## config.mk

```make
export PLATFORM = sky130hd
export DESIGN_NAME = image_loader
export DESIGN_NICKNAME = d
export VERILOG_FILES = /design/src/rtl/image_loader.sv
export SDC_FILE = /design/constraint.sdc
export NUM_CORES = 1
export LEC_CHECK = 0
export ABC_AREA = 0
export BUFFER_PORTS_ARGS = -buffer_cell sky130_fd_sc_hd__buf_2
export CELL_PAD_IN_SITES_DETAIL_PLACEMENT = 0
export CELL_PAD_IN_SITES_GLOBAL_PLACEMENT = 1
export CORE_MARGIN = 2
export CORE_UTILIZATION = 41
export CTS_CLUSTER_DIAMETER = 100
export CTS_CLUSTER_SIZE = 40
export DETAILED_ROUTE_END_ITERATION = 7
export PLACE_DENSITY = 0.81
export SLEW_MARGIN = 20
export SYNTH_ARGS = -nofsm -noshare
export SYNTH_HDL_FRONTEND = slang
export SYNTH_SLANG_ARGS = --single-unit
```

## constraint.sdc

```tcl
create_clock -name clk -period 5.37 [get_ports clk]
set_input_delay 0.537 -clock clk [delete_from_list [all_inputs] [get_ports clk]]
set_output_delay 0.537 -clock clk [all_outputs]
set_load 0.1 [all_outputs]
```

## src/rtl/image_loader.sv

```systemverilog
// Writer side of the classifier input buffer: syncs on a header byte, writes one frame
// of int8 pixels, then starts inference and waits. Optional IMAGE_LOADER_CENTER_EN centers pixels.
module image_loader #(
    parameter int          IN_DIM    = 784,
    parameter logic [7:0]  SYNC_BYTE = 8'hA5,
    parameter int          CNT_W     = 16
) (
    input  logic                      clk,
    input  logic                      rst,
    input  logic                      s_valid,
    input  logic [7:0]                s_data,
    output logic                      s_ready,
    output logic                      x_we,
    output logic [$clog2(IN_DIM)-1:0] x_addr,
    output logic [7:0]                x_data,
    output logic                      infer_start,
    input  logic                      infer_done,
    output logic                      busy,
    output logic [CNT_W-1:0]          frames_loaded
);
    // state  | meaning
    // IDLE   | hunting for SYNC_BYTE, other bytes dropped
    // LOAD   | each accepted byte is a pixel, written the following cycle
    // FLUSH  | final pixel write in flight, input blocked
    // START  | one-cycle inference request
    // WAIT   | inference running, waiting for infer_done
    localparam int AW = $clog2(IN_DIM);
    localparam logic [AW-1:0] LAST_IDX = AW'(IN_DIM - 1);

    typedef enum logic [2:0] {S_IDLE, S_LOAD, S_FLUSH, S_START, S_WAIT} state_t;

    state_t           state_q, state_d;
    logic [AW-1:0]    idx_q, idx_d;
    logic             we_q, we_d;
    logic [AW-1:0]    addr_q, addr_d;
    logic [7:0]       data_q, data_d;
    logic             busy_q, busy_d;
    logic [CNT_W-1:0] frames_q, frames_d;
    logic             accept;
    logic [7:0]       pixel;

    assign accept = s_valid && s_ready;

`ifdef IMAGE_LOADER_CENTER_EN
    assign pixel = {~s_data[7], s_data[6:0]};
`else
    assign pixel = s_data;
`endif

    always_ff @(posedge clk) begin
        if (rst) begin
            state_q  <= S_IDLE;
            idx_q    <= '0;
            we_q     <= 1'b0;
            addr_q   <= '0;
            data_q   <= '0;
            busy_q   <= 1'b0;
            frames_q <= '0;
        end else begin
            state_q  <= state_d;
            idx_q    <= idx_d;
            we_q     <= we_d;
            addr_q   <= addr_d;
            data_q   <= data_d;
            busy_q   <= busy_d;
            frames_q <= frames_d;
        end
    end

    always_comb begin
        state_d  = state_q;
        idx_d    = idx_q;
        we_d     = 1'b0;
        addr_d   = addr_q;
        data_d   = data_q;
        frames_d = frames_q;
        case (state_q)
            S_IDLE: begin
                if (accept && s_data == SYNC_BYTE) begin
                    state_d = S_LOAD;
                    idx_d   = '0;
                end
            end
            S_LOAD: begin
                if (accept) begin
                    we_d   = 1'b1;
                    addr_d = idx_q;
                    data_d = pixel;
                    if (idx_q == LAST_IDX) begin
                        state_d = S_FLUSH;
                    end else begin
                        idx_d = idx_q + AW'(1);
                    end
                end
            end
            S_FLUSH: state_d = S_START;
            S_START: state_d = S_WAIT;
            S_WAIT: begin
                if (infer_done) begin
                    state_d  = S_IDLE;
                    frames_d = frames_q + CNT_W'(1);
                end
            end
            default: state_d = S_IDLE;
        endcase
        busy_d = (state_d != S_IDLE);
    end

    always_comb begin
        s_ready     = (state_q == S_IDLE) || (state_q == S_LOAD);
        infer_start = (state_q == S_START);
    end

    assign x_we          = we_q;
    assign x_addr        = addr_q;
    assign x_data        = data_q;
    assign busy          = busy_q;
    assign frames_loaded = frames_q;

endmodule

```

After elaboration in Yosys (flattened, before gate mapping)

Cells that the tools add are included.

Bitwise gates (word level): 1
Reduce and logical (&&, ||, !) cells: 10
Add/sub/neg operators: 2
Mux-type cells: 10
Eq/ne operators: 9

Operators with widths:

| kind                    | number |
|---|---|
| $mux W10                | 3 |
| $pmux W10 S2            | 1 |
| $add A16 B1 Y16 const B | 1 |
| $pmux W3 S5             | 1 |
| $mux W3                 | 4 |
| $add A10 B1 Y10 const B | 1 |
| $eq A10 B10 Y1 const B  | 1 |
| $eq A8 B8 Y1 const B    | 1 |
| $eq A3 B2 Y1 const B    | 2 |
| $ne A2 B2 Y1 const B    | 3 |
| $reduce_and A2 Y1       | 2 |
| $reduce_and A4 Y1       | 1 |
| $eq A3 B1 Y1 const B    | 1 |
| $eq A3 B3 Y1 const B    | 1 |
| $logic_not A3 Y1        | 1 |
| $reduce_bool A3 Y1      | 1 |
| $logic_and A1 B1 Y1     | 2 |
| $reduce_bool A2 Y1      | 1 |
| $reduce_or A2 Y1        | 1 |
| $logic_or A1 B1 Y1      | 1 |
| $mux W1                 | 1 |
| $not A1 Y1              | 1 |

Output and inout bits: 38
Logic and storage cells: 39
Register bits: 49

Longest topological paths before layout

Gate-level depths: netlist of run 1.

Word-level depth: 7
Gate-level depth with buffers: 6
Gate-level depth less buffers: 5

Least setup slack after synthesis of run 1

OpenSTA, ideal clock, no wires.

Kind: reg-to-reg
Start point: reg frames_q[3], in the netlist frames_loaded[3]
End point: reg frames_q[12], in the netlist frames_loaded[12]
Setup slack: 3.074 ns
Data arrival time: 2.173 ns
Path buffers: 1
Setup time: 0.123 ns
Cell stages (with the launch flop): 6
Path through: dfxtp_1 -> and4_1 -> clkbuf_1 -> and4_1 -> nand3_1 -> mux2_1

Word-level cells in the longest chain between the ends: 1

Ends and longest elaborated chain:

| what                   | line | RTL |
|---|---|---|
| start, declared        | 38   | `logic [CNT_W-1:0] frames_q, frames_d;` |
| start signal, assigned | 66   | `frames_q <= frames_d;` |
| $add A16 B1 Y16        | 101  | `frames_d = frames_q + CNT_W'(1);` |

No other way between the ends.
A chain may end at the register's enable or synchronous reset.

Final worst setup path of run 1

Start point: reg state_q[1]
End point: out infer_start

Word-level cells in the longest chain between the ends: 1

Ends and longest elaborated chain:

| what                   | line | RTL |
|---|---|---|
| start, declared        | 32   | `state_t state_q, state_d;` |
| start signal, assigned | 60   | `state_q <= state_d;` |
| $eq A3 B2 Y1           | 111  | `infer_start = (state_q == S_START);` |
| end, declared          | 16   | `output logic infer_start,` |

No other way between the ends.

==> results.toml, run 1 <==
[route]
drtIter0Drc = 91
via_count = 1825
post_drt_wl_per_cell_um = 12.2
drc = 0
drt_pass1_iterations = 4
via_per_inst = 5.04
ant_nets = 0
drt-total-wl_mm = 4.42

[timing]
tightestPinTransition_ps = 759
fmax_mhz = 468
max-slew-margin-rel_pct = 49.4
finalSetupViolations = 0
finalHoldViolCount = 0
rsz0062_at_grt = "no"
period_share_pct = 39.8
skew_ps = 9.16
finalMaxSlewViolations = 0
tns_ps = 0
post-route-min-period_ps = 2130

[yosys]
netlist.area_leader.share_pct = 46.0
async_reset_ff_share_pct = 0
avgSynthCellArea_um2 = 8.60
yosysUniqueCellTypes = 45
synth_edf_count = 0
yosys-top-cells-area = "dfxtp_1 46%, nand2_1 7.0%, a21oi_1 6.6%"
synthFlopType = "dfxtp_1"
yosysSeqAreaShare_pct = 46.0
syn_nets = 262
syn_inst = 248
synth_area_mm2 = 0.00213
yosysWarningCount = 0
synth_seq_cells = 49
yosys.area.top_type = "dfxtp_1"

[run]
max_cap_viol_count = 0

[worst_setup_path]
path_delay_family = "buffers and inverters"
cp-start-kind = "register"
timing.rr.end = "idx_q[3]$_SDFFE_PP0P_"
crit_required_ps = 4830
path_buf_inv = 2
slowest_delay_ps = 450
crit_fanout = 8
arrival_ps = 1600
r2r-start = "state_q[2]$_SDFF_PP0_"
crit_type = "register to output pin"
cp-end-kind = "output pin"
reg2regPathDepth = 4
regToRegSetupSlack_ps = 3370
crit_chain = "nand2_1, or2_2, inv_1, buf_2"
slowest_stage = "dfxtp_1"

[layout]
nets = 305
ff_latch_area_um2 = 981
multi_input_area_mm2 = 0.00104
area_growth_pct = 16.7
n_antenna_cell = 0
fillers = 545
drive_gt1_share_pct = 21.9

[clock_network]
cts.sinks = 49
numCtsBuffers = 5
clockBufferDepth = 2
clk_pin_slew_ps = 90
post-cts-setup-buffers = 0
cts_tree = "yes"
cts_hold_buf = 0
cts_resized = 0
clk_latency_ps = 300
cts-root-buf = "clkbuf_8"
ctsHtreeMaxLevel = 2

[min_path]
hold_start = "x_data[4]$_SDFFE_PP0P_"
whs_path_depth = 2
hp-class = "register to register"
hold_end = "x_data[4]$_SDFFE_PP0P_"

[floorplan]
io_pins = 50
die_w_um = 76.1
start_util_pct = 42.0
die-height_um = 76.1
rows = 26
die_area_mm2 = 0.00580
coreArea_mm2 = 0.00507

[global_routing]
grt_pass1_vias = 1605
grt_pass1_wl_mm = 7.58
track_usage_pct = 15.8
grt_antenna_before_repair = 0
grt.overflow.total = 0
grt_max_degree = 44

[placed_design]
routabilityCongestion = 0.765
hpwl_mm = 3.02
port_buffers = 49

[power]
power.static_leakage_nw = 0.978
power-per-cell-area_mw_per_mm2 = 245
ir_worst_vdd_uv = 135
power.total_mw = 0.611

[status]
status = "finished, final reports clean"
cell usage in the layout (no fill, tap or decap), types with 2 or more instances in the layout:
master | netlist | final
nor2_1 | 20 | 20
dfxtp_1 | 49 | 49
o31ai_1 | 2 | 2
nand4_1 | 8 | 8
o211ai_1 | 2 | 2
mux2_1 | 2 | 2
mux2i_1 | 2 | 2
inv_1 | 8 | 8
xor2_1 | 6 | 6
clkbuf_8 | 0 | 7
nor3_1 | 4 | 4
nor2b_1 | 4 | 4
and3_1 | 4 | 4
and4_1 | 3 | 3
nand2_1 | 40 | 40
a21oi_1 | 28 | 28
nand2b_1 | 2 | 2
or4_1 | 3 | 3
and2_1 | 2 | 2
o21ai_0 | 4 | 4
or3_1 | 3 | 3
ha_1 | 2 | 2
xnor2_1 | 7 | 7
buf_2 | 1 | 49
nand3_1 | 11 | 11
synthesized netlist by cell type, drive strengths merged, types with 3 or more instances:
library cell and instances:
nor2 21, xnor2 7, a21oi 28, and3 4, nand4 8, or3 3, nor3 4, o21ai 5
or4 3, inv 8, and4 3, nand2 40, buf 5, nand3 11, xor2 6, nor2b 4
dfxtp 49, clkbuf 9
layout make-up:
type,count,share of cell area (%)
clock inverters,1,0.201
clock buffers,7,3.87
multi-input cells,177,41.7
inverters,8,1.21
flip-flops and latches,49,39.4
well taps,70,3.52
repair buffers,50,10.2
metrics by stage:
stage               hold slack, ps  std cells  instance area, um^2  setup WS, ps  util (%)
finish                         453        362                 2490          3240      49.1
global route                   470        362                 2490          3190      49.1
CTS                            456        362                 2490          3240      49.1
detailed placement             444        354                 2390          3230      47.1
global placement               440        354                 2390          3230      47.1
floorplan                      457        248                 2130          3070         -
power breakdown:
part           internal (mW)  switching [mW]
Combinational        0.00428         0.00951
Sequential             0.363       0.0000691
Clock                  0.116           0.117
Total                  0.484           0.127
cells by family after synthesis:
family	after synthesis	share of synthesized area [%]
compound gates	43	11.8
xor+xnor	13	5.34
fa+ha+maj	2	1.17
buf+inv	22	5.40
flops	49	46.0
mux	4	1.99
simple gates	115	28.3
metal layers:
metal  wire (um)  share of wire (%)  global-route usage, %  vias up
li1            -                  -                      -      943
met1        2330                 53                   22.8      826
met2        1810                 41                   22.6       49
met3         205                4.6                   3.55        7
met4          74                1.7                   6.91        0
met5           0                  0                      0        -
state kept, by name, summed over array words and instances (netlist names):
| register | count |
|---|---|
| x_we | 1 |
| busy | 1 |
| state_q | 3 |
| idx_q | 10 |
| frames_loaded | 16 |
| x_addr | 10 |
| x_data | 8 |
worst reg2reg max path, delay by kind of cell (launching register included):
kind	cells	cell delay [ps]
and+or+nand+nor	2	1010
AOI/OAI and AO/OA	1	150
DFF	1	410
buffers and inverters	1	370
worst max path at each step:
stage,slack [ps],from,cells past startpoint,end
2_1_floorplan,3070,frames_loaded[3]$_SDFFE_PP0P_,5,frames_loaded[12]$_SDFFE_PP0P_
3_3_place_gp,3230,s_valid,5,idx_q[3]$_SDFFE_PP0P_
3_5_place_dp,3230,s_valid,5,idx_q[3]$_SDFFE_PP0P_
4_1_cts,3240,state_q[0]$_SDFF_PP0_,4,infer_start
5_1_grt,3190,state_q[0]$_SDFF_PP0_,4,infer_start
6_report,3240,state_q[1]$_SDFF_PP0_,4,infer_start
Power figures use the tool's default switching activity.
==> run 2: changes to the inputs <==
CORE_UTILIZATION = 35   (was 41)
PLACE_DENSITY = 0.73   (was 0.81)
clock period = 1.75 ns   (was 5.37 ns; I/O delays follow)
==> results.toml, run 2 (same netlist as run 1, synthesis figures left out) <==
[floorplan]
die_area_mm2 = 0.00674
rows = 28
coreArea_mm2 = 0.00592
io_pins = 50
start_util_pct = 36.0
die-height_um = 82.1
die_w_um = 82.1

[timing]
skew_ps = 4.30
tightestPinTransition_ps = 492
finalSetupViolations = 0
period_share_pct = 95.8
fmax_mhz = 596
max-slew-margin-rel_pct = 67.5
tns_ps = 0
rsz0062_at_grt = "no"
post-route-min-period_ps = 1680
finalHoldViolCount = 0
finalMaxSlewViolations = 0

[min_path]
hold_end = "x_data[2]$_SDFFE_PP0P_"
hp-class = "input pin to register"
hold_start = "s_data[2]"
whs_path_depth = 3

[clock_network]
cts_tree = "yes"
numCtsBuffers = 5
clk_pin_slew_ps = 90
clockBufferDepth = 2
cts.sinks = 49
cts_hold_buf = 0
cts-root-buf = "clkbuf_8"
ctsHtreeMaxLevel = 2
clk_latency_ps = 300

[route]
drtIter0Drc = 49
drc = 0
drt_pass1_iterations = 4
via_per_inst = 4.88
drt-total-wl_mm = 4.55
via_count = 1849
ant_nets = 0
post_drt_wl_per_cell_um = 12.0

[worst_setup_path]
cp-end-kind = "register"
r2r-start = "idx_q[6]$_SDFFE_PP0P_"
crit_fanout = 6
crit_required_ps = 1960
cp-start-kind = "register"
regToRegSetupSlack_ps = 70
timing.rr.end = "idx_q[2]$_SDFFE_PP0P_"
reg2regPathDepth = 5
arrival_ps = 1890
crit_type = "register to register"

[placed_design]
hpwl_mm = 3.30
port_buffers = 49
routabilityCongestion = 0.795

[layout]
layout_commonest_cell = "buf_2"
nets = 317
drive_gt1_share_pct = 29.3
n_antenna_cell = 0
postLayoutCoreUtil_pct = 44.3
layout_common_cells = "48 x buf_2, 40 x nand2_1, 35 x dfxtp_1"
area_growth_pct = 23.0
largest_reg_flops = 16

[global_routing]
grt_pass1_vias = 1625
grt_antenna_before_repair = 0
track_usage_pct = 14.1
grt.overflow.total = 0
grt_pass1_wl_mm = 7.38
grt_max_degree = 26

[run]
max_cap_viol_count = 0

[power]
power.static_leakage_nw = 1.04
ir_worst_vdd_uv = 275
power-per-cell-area_mw_per_mm2 = 701

[status]
status = "finished, final reports clean"
-- run 2: power breakdown --
part / switching (mW) / total, mW / internal [mW]
Clock: 0.365 / 0.688 / 0.323
Sequential: 0.000178 / 1.10 / 1.10
Combinational: 0.0304 / 0.0466 / 0.0161
Total: 0.396 / 1.84 / 1.44
-- run 2: critical path: stages, from the launching register on --
cell      delay (ps)
dfxtp_2          350
or4b_4           540
nor4_4           210
buf_4            180
nor2_2            60
a311oi_2         270
-- run 2: final cells by class --
type | count | area, um^2
multi-input cells | 177 | 1040
fillers | 614 | 3300
repair buffers | 62 | 358
well taps | 75 | 93.8
inverters | 8 | 30.0
clock buffers | 8 | 90.1
flip-flops and latches | 49 | 1010
-- run 2: worst max path at each step --
stage / start / endpoint / slack, ps / cells after the start
4_1_cts: idx_q[6]$_SDFFE_PP0P_ / idx_q[2]$_SDFFE_PP0P_ / 2 / 4
3_5_place_dp: idx_q[6]$_SDFFE_PP0P_ / idx_q[2]$_SDFFE_PP0P_ / 30 / 4
6_report: idx_q[6]$_SDFFE_PP0P_ / idx_q[2]$_SDFFE_PP0P_ / 70 / 5
3_3_place_gp: idx_q[6]$_SDFFE_PP0P_ / idx_q[2]$_SDFFE_PP0P_ / 80 / 4
5_1_grt: idx_q[6]$_SDFFE_PP0P_ / idx_q[2]$_SDFFE_PP0P_ / 20 / 5
2_1_floorplan: frames_loaded[3]$_SDFFE_PP0P_ / frames_loaded[14]$_SDFFE_PP0P_ / 6 / 5
-- run 2: per-stage QoR --
stage               cell area [um^2]  total power [mW]  cells  setup slack, ps  hold WS (ps)
floorplan                       2170              1.15    248             6.10           311
global placement                2530              1.18    370             77.3           429
detailed placement              2530              1.18    370             33.8           435
CTS                             2620              1.87    378             1.75           107
global route                    2630              1.90    379             22.2           124
finish                          2630              1.84    379             73.4           116
-- run 2: what timing repair did --
action / CTS / global route
resized for setup: 0 / 1
endpoints found under the setup margin: 0 / 3
buffers inserted: 0 / 1
-- run 2: layer usage --
metal  vias to the layer above  wire [um]  GRT usage [%]
met4                         0         60           4.83
met1                       833       2330           20.3
met2                        44       1880           20.2
li1                        967          -              -
met5                         -          0              0
met3                         5        276           3.85
